`config.mk`:
```
export PLATFORM = sky130hd
export DESIGN_NAME = xbar_cfg_loader
export DESIGN_NICKNAME = d
export VERILOG_FILES = /design/src/rtl/xbar_cfg_loader.sv
export SDC_FILE = /design/constraint.sdc
export NUM_CORES = 1
export LEC_CHECK = 0
export ABC_AREA = 0
export BUFFER_PORTS_ARGS = -buffer_cell sky130_fd_sc_hd__buf_2
export CAP_MARGIN = 20
export CORE_ASPECT_RATIO = 1.5
export CORE_MARGIN = 3
export CORE_UTILIZATION = 64
export CTS_BUF_LIST = sky130_fd_sc_hd__clkbuf_8
export DETAILED_ROUTE_END_ITERATION = 12
export GPL_TIMING_DRIVEN = 0
export PLACE_DENSITY = 0.88
export SKIP_LAST_GASP = 1
export SLEW_MARGIN = 20
export SYNTH_ARGS = -nofsm -noshare
export SYNTH_HDL_FRONTEND = slang
export SYNTH_SLANG_ARGS = --single-unit
export TNS_END_PERCENT = 5
```
`constraint.sdc`:
```
create_clock -name clk -period 6.05 [get_ports clk]
set_input_delay 0.605 -clock clk [delete_from_list [all_inputs] [get_ports clk]]
set_output_delay 0.605 -clock clk [all_outputs]
set_load 0.05 [all_outputs]
```
`src/rtl/xbar_cfg_loader.sv`:
```
// Streams config words into a shadow image, range-checks every select field,
// then commits atomically to the crossbar's active mux configuration.
// Optional readback port: define XBAR_CFG_READBACK_EN.
module xbar_cfg_loader #(
  parameter  int NUM_INS   = 34,
  parameter  int NUM_OUTS  = 45,
  parameter  int SEL_W     = 6,
  parameter  int WORD_W    = 32,
  localparam int CFG_W     = NUM_OUTS * SEL_W,
  localparam int NUM_WORDS = (CFG_W + WORD_W - 1) / WORD_W
) (
  input  logic              clk,
  input  logic              reset,
  input  logic              io_cfg_start,
  input  logic              io_cfg_valid,
  output logic              io_cfg_ready,
  input  logic [WORD_W-1:0] io_cfg_data,
  output logic              io_busy,
  output logic              io_cfg_done,
  output logic              io_cfg_err,
  output logic [5:0]        io_err_field,
  output logic [CFG_W-1:0]  io_mux_configs
`ifdef XBAR_CFG_READBACK_EN
  ,
  input  logic [3:0]        io_rb_addr,
  output logic [WORD_W-1:0] io_rb_data
`endif
);

  // state  | meaning
  // IDLE   | waiting for io_cfg_start
  // LOAD   | accepting words into the shadow image
  // CHECK  | range-checking every select field of the shadow
  // COMMIT | copy shadow to active if legal, pulse done or err

  localparam int                IDX_W       = $clog2(NUM_WORDS);
  localparam logic [IDX_W-1:0]  LAST_IDX    = IDX_W'(NUM_WORDS - 1);
  localparam logic [SEL_W-1:0]  NUM_INS_SEL = SEL_W'(NUM_INS);

  typedef enum logic [1:0] {IDLE, LOAD, CHECK, COMMIT} state_t;

  state_t           state;
  logic [IDX_W-1:0] idx;
  logic [CFG_W-1:0] shadow;
  logic             chk_fail;
  logic             any_bad;
  logic [5:0]       bad_idx;

  assign io_cfg_ready = (state == LOAD);

  // Scan from the top so the lowest illegal index wins.
  always_comb begin
    any_bad = 1'b0;
    bad_idx = '0;
    for (int i = NUM_OUTS - 1; i >= 0; i--) begin
      if (shadow[i*SEL_W +: SEL_W] >= NUM_INS_SEL) begin
        any_bad = 1'b1;
        bad_idx = 6'(i);
      end
    end
  end

  always_ff @(posedge clk) begin
    if (!reset) begin
      state          <= IDLE;
      idx            <= '0;
      shadow         <= '0;
      io_mux_configs <= '0;
      io_busy        <= 1'b0;
      io_cfg_done    <= 1'b0;
      io_cfg_err     <= 1'b0;
      io_err_field   <= '0;
      chk_fail       <= 1'b0;
    end else begin
      io_cfg_done <= 1'b0;
      io_cfg_err  <= 1'b0;
      case (state)
        IDLE: begin
          if (io_cfg_start) begin
            state   <= LOAD;
            idx     <= '0;
            io_busy <= 1'b1;
          end
        end
        LOAD: begin
          if (io_cfg_start) begin
            idx <= '0;
          end else if (io_cfg_valid) begin
            // Bits of the last word beyond CFG_W have no home and are dropped.
            for (int i = 0; i < CFG_W; i++) begin
              if (idx == IDX_W'(i / WORD_W))
                shadow[i] <= io_cfg_data[i % WORD_W];
            end
            if (idx == LAST_IDX) state <= CHECK;
            else                 idx   <= idx + 1'b1;
          end
        end
        CHECK: begin
          chk_fail <= any_bad;
          if (any_bad) io_err_field <= bad_idx;
          state <= COMMIT;
        end
        COMMIT: begin
          if (!chk_fail) begin
            io_mux_configs <= shadow;
            io_cfg_done    <= 1'b1;
          end else begin
            io_cfg_err <= 1'b1;
          end
          io_busy <= 1'b0;
          state   <= IDLE;
        end
        default: state <= IDLE;
      endcase
    end
  end

`ifdef XBAR_CFG_READBACK_EN
  logic [WORD_W-1:0] rb_next;

  always_comb begin
    rb_next = '0;
    for (int w = 0; w < NUM_WORDS; w++) begin
      if (io_rb_addr == 4'(w)) begin
        for (int b = 0; b < WORD_W; b++) begin
          if (w * WORD_W + b < CFG_W) rb_next[b] = io_mux_configs[w*WORD_W + b];
        end
      end
    end
  end

  always_ff @(posedge clk) begin
    if (!reset) io_rb_data <= '0;
    else        io_rb_data <= rb_next;
  end
`endif

endmodule

```
; ---- Word-level counts from Yosys, hierarchy flattened
; Cells that the tools add are included.
[totals]
register_bits = 556
latchBits = 0
mem_bits_rw = 0
rom_bits = 0
inputBits = 36
output_inout_bits = 280
wordCells = 205
mem_count = 0
[op_classes]
n_addsub = 1
multipliers = 0
div_mod_pow = 0
order_cmp = 45
n_eq_ne = 17
shifts = 0
mux = 104
bitwise_logic = 2
reduce_logical = 19
[op_table]
columns = cell, count
row1 = greater-or-equal comparator 6 bit (second input constant), 45
row2 = 2-to-1 mux 6 bit, 45
row3 = 2-to-1 mux 1 bit, 48
row4 = AND reduction 4 bit, 11
row5 = == test 4 x 3 -> 1 bit (second input constant), 4
row6 = 2-to-1 mux 4 bit, 4
row7 = == test 4 x 2 -> 1 bit (second input constant), 2
row8 = 2-to-1 mux 2 bit, 4
row9 = one-hot mux 2 bit (4 select lines), 1
row10 = one-hot mux 4 bit (2 select lines), 1
row11 = AND reduction 2 bit, 4
row12 = inequality test 2 bit (second input constant), 3
row13 = inequality test 3 bit (second input constant), 2
row14 = adder 4 x 1 -> 4 bit (second input constant), 1
row15 = == test 2 bit (second input constant), 2
row16 = == test 4 x 1 -> 1 bit (second input constant), 1
row17 = == test 4 bit (second input constant), 1
row18 = logical NOT 4 bit, 1
row19 = nonzero test 2 bit, 2
row20 = == test 2 x 1 -> 1 bit (second input constant), 1
row21 = logical NOT 2 bit, 1
row22 = inequality test 2 x 1 -> 1 bit (second input constant), 1
row23 = inverter 1 bit, 2
row24 = one-hot mux 1 bit (2 select lines), 1

; ---- Longest topological paths before layout
[depth]
ltp_word = 47
ltp_mapped = 9
ltp_nobuf = 8

; ---- Worst setup path before layout
; Ideal clock, no wire load.
[synth_path]
kind = register to register
from = register state[1]
to = register shadow[129]
setup_ns = 0.076
t_arrival_ns = 2.161
t_required_ns = 5.974
slack_ns = 3.814
path_stages_with_launch = 10
path_buffers = 2
synth_period_minus_slack_ns = 2.236
path_cell_list = dfxtp_1 -> inv_1 -> ha_1 -> nand3b_1 -> nor2_1 -> and3_1 -> clkbuf_1 -> clkbuf_1 -> nand2_1 -> a21boi_0
[synth_between]
elab_chain_cells = 2
[synth_rtl]
columns = item, line
row1 = "start, declared", 42  ; state_t state;
row2 = "start signal, assigned", 65  ; state <= IDLE;
row3 = "start signal, assigned", 80  ; state <= LOAD;
row4 = "start signal, assigned", 94  ; if (idx == LAST_IDX) state <= CHECK;
row5 = == test 2 x 1 -> 1 bit, --
row6 = net io_cfg_ready, 16  ; output logic io_cfg_ready,
row7 = AND reduction 4 bit (no source line), --
row8 = "end signal, assigned by index", 92  ; shadow[i] <= io_cfg_data[i % WORD_W];
row9 = "end, declared", 44  ; logic [CFG_W-1:0] shadow;
; The timed path passes the listed nets, and every way through them passes these cells.
; A chain may end at the register's enable or synchronous reset.

; ---- Worst setup path in the final report
[layout_path]
from = register state[1]
to = register io_mux_configs[236]
[layout_between]
elab_chain_cells = 2
[layout_rtl]
columns = item, line
row1 = == test 2 bit, 77  ; case (state)
row2 = AND reduction 2 bit (no source line), --
row3 = "end signal, assigned", 105  ; io_mux_configs <= shadow;
row4 = "end, declared", 22  ; output logic [CFG_W-1:0] io_mux_configs
; No other way between the ends.

==> results.md <==
* Fin area at 25560 um^2
* Logic pwr share at 0.087
* GR met3 Demand/Resource at 0.06821
* CTS H-tree depth at 3
* Setup Slack @ Placement at 3219 ps
* Vias at 20142
* EDFF count, synth at 0
* Critical Path AT at 3590 ps
* Post-CTS sizing at 0
* RePlAce Congestion at 0.9131
* Worst-skew pair later-pin latency at 640 ps
* HP Start: io_cfg_data[31]
* P&R area growth vs syn at 15.62%
* Die W at 157.7 um
* Setup CP Type: reg2reg
* Syn_area_per_cell at 8.449 um^2
* Root Buffer: clkbuf_8
* Final core utilization at 0.7571
* Psw at 0.001895 W
* CTS buffer count at 77
* FF-to-FF End: io_mux_configs[236]$_SDFFE_PN0P_
* Required @ worst endpoint at 6570 ps
* Setup Skew at 35.75 ps
* Crit-path max FO at 10
* Chip Height at 233.6 um
* Cell-internal power at 0.005348 W
* CTS tree: built
* Post-route ant nets at 0
* Static Leakage at 9.741 nW
* Clock buffer depth at 3
* 1st-pass router iterations at 8
* Normalized max-slew margin at 0.1354
* Vias/cell at 5.838
* Post-Syn Nets at 2660
* Most instantiated library cell after synthesis: nand2_1
* Global-route wire length before repair at 102000 um
* Status: complete, no violations
* CTS clk-pin slew, worst paths at 70 ps
* Worst Tran Pin Value at 1297 ps
* Pwr per Cell Area at 283.4 nW/um^2
* Num ports at 316
* Min-Delay Path Class: in2reg
* Reg2Reg Depth at 7
* Core ar. at 33750 um^2
* DRT Wirelength at 68740 um
* Synth Instances at 2616
* Postcts setup bufs at 0
* Cell variety after synth at 54
* NumNets Final at 3021
* Synthesized area at 22100 um^2
* Yosys warnings at 0
* Seq pwr share at 0.516
* Async set or reset register ratio after synthesis at 0
* Crit. End Element: flop
* Area leader, netlist: dfxtp_1
* Top cell type's share of synthesized area at 0.5036
* Crit path time final at 3070 ps
* Global route overflow at 0
* DR DRC count at 0
* Yosys reg bits at 556
* Drt wl/cell at 19.92 um
* Worst r2r src: state[1]$_SDFFE_PN0P_
* Max-slew violation count at 0
* RSZ-0062 raised after global routing: no
* Setup TNS at 0 ps
* Hold-fix buffers, CTS at 0
* Clock Power Share at 0.397
* Peak supply drop at 0.0002089 V
* Tcrit/Tclk final at 0.5075
* Initial DRC Count at 2101
* M1 GR Usage at 0.4022
* Total GRT Usage at 0.3594
* HPWL Detailed at 48470 um
* Hold Vio Cnt, Final at 0
* Clk sinks at 556
* Largest net degree at the start of global routing at 11
* Register area share after synthesis at 0.5036
* Final WS setup at 2980 ps
* Row count at 82
* Vias in the first global route at 19157
* Placed inst area at 24040 um^2
* Share of cells above drive strength 1 at 0.1534
* Type of origin of the critical path: flop
* Top_reg_cell synth: dfxtp_1
* Net Sw Frac at 0.2616
* Initial Util at 0.6548
* Worst hold endpoint: shadow[95]$_SDFFE_PN0P_
* Final setup fails at 0
* Fmax at 325.7 MHz
* Commonest cells in the netlist: nand2_1 (1098), dfxtp_1 (556), a21boi_0 (496), clkbuf_1 (184), a21boi_1 (44)
* Antenna violations before repair at 4
* Worst hold stages at 3
* Global route hottest layer: met2
* I/O Buffers at 282
* DIE AREA at 36850 um^2
* M2 GR Usage at 0.5887
* Max-cap violation count at 0
* Top post-synthesis cells by area: dfxtp_1 (50%), nand2_1 (19%), a21boi_0 (17%)
* R2R setup slack at 2980 ps
critical path: stages, from the launching register on:
cell,delay [ps]
dfxtp_1,390
ha_1,260
nor2b_1,190
clkbuf_1,650
clkbuf_1,680
clkbuf_1,410
nand2_1,140
a21boi_0,230
layout by cell type, fill, tap and decap left out, types with 3 or more instances in the layout:
cell type and count:
buf_4 16, a31oi_1 7, nand2_1 1098, nor2_1 19, o41a_1 5, inv_1 32, nand2b_1 9, o211ai_1 3
nor2b_1 8, a21boi_0 496, clkbuf_2 3, clkbuf_8 99, and3_1 5, nand4_2 3, nand3b_1 3, a21boi_1 44
nand4_1 10, dfxtp_1 556, diode_2 5, and2_1 7, ha_1 8, o41ai_4 11, o41ai_1 14, a21oi_1 8
o21a_1 4, o21ai_0 16, nand3_1 6, clkbuf_1 181, o41ai_2 19, buf_2 296
registers in the layout, indices dropped and copies added (netlist names):
| signal | cells |
|---|---|
| chk_fail | 1 |
| idx | 4 |
| io_busy | 1 |
| io_cfg_done | 1 |
| io_cfg_err | 1 |
| io_err_field | 6 |
| io_mux_configs | 270 |
| shadow | 270 |
| state | 2 |
how the worst max path moves through the flow:
| stage | start | end | slack [ps] | cells after the start |
|---|---|---|---|---|
| detailed placement | state[1]$_SDFFE_PN0P_ | io_mux_configs[246]$_SDFFE_PN0P_ | 3220 | 7 |
| finish | state[1]$_SDFFE_PN0P_ | io_mux_configs[236]$_SDFFE_PN0P_ | 2980 | 7 |
| floorplan | state[1]$_SDFFE_PN0P_ | shadow[129]$_SDFFE_PN0P_ | 3810 | 9 |
| global placement | state[1]$_SDFFE_PN0P_ | io_mux_configs[247]$_SDFFE_PN0P_ | 3300 | 7 |
| global route | state[1]$_SDFFE_PN0P_ | io_mux_configs[236]$_SDFFE_PN0P_ | 2910 | 7 |
| CTS | state[1]$_SDFFE_PN0P_ | io_mux_configs[236]$_SDFFE_PN0P_ | 3040 | 7 |
power by group through the flow:
stage / Sequential, W / Combinational, W / Clock [W]
final: 0.00373 / 0.000630 / 0.00288
after global routing: 0.00374 / 0.000675 / 0.00302
after CTS: 0.00373 / 0.000611 / 0.00288
after detailed placement: 0.00382 / 0.000607 / 0
after global placement: 0.00381 / 0.000587 / 0
after floorplan: 0.00382 / 0.000395 / 0
layout make-up:
cell class              count  area, um^2
repair buffers            282        1411
plain buffers             214       884.6
clock inverters            28       137.6
diodes                      5       12.51
well taps                 420       525.5
inverters                   8       30.03
fillers                  2388        8199
clock buffers              99        1363
flip-flops and latches    556       11130
multi-input cells        1838       10060
cell families (layout without fill, tap and decap cells):
logic type                 after synthesis  after routing  share of synthesized area
xor gates and xnor gates                 3              3                   0.001189
adders and majority gates                8              8                   0.004529
and+or+nand+nor                       1182           1182                     0.2124
other                                    0              5                          0
DFF                                    556            556                     0.5036
buffers and inverters                  222            631                    0.04121
muxes                                    2              2                  0.0009058
AOI/OAI and AO/OA                      643            643                     0.2362
stage by stage:
step / total power, W / cells / hold slack, ps
after global routing: 0.007432 / 3447 / 327.1
after detailed placement: 0.004422 / 3318 / 450.1
after floorplan: 0.004213 / 2616 / 435.3
after global placement: 0.004399 / 3318 / 444.5
after CTS: 0.007221 / 3445 / 286.4
final: 0.007242 / 3450 / 303.3
layer usage:
layer | vias up | share of wire
li1 | 9328 | -
met1 | 9391 | 0.35
met2 | 1068 | 0.47
met3 | 353 | 0.089
met4 | 2 | 0.092
met5 | - | 0.00019
No activity file was read; power rests on OpenSTA's default activity.
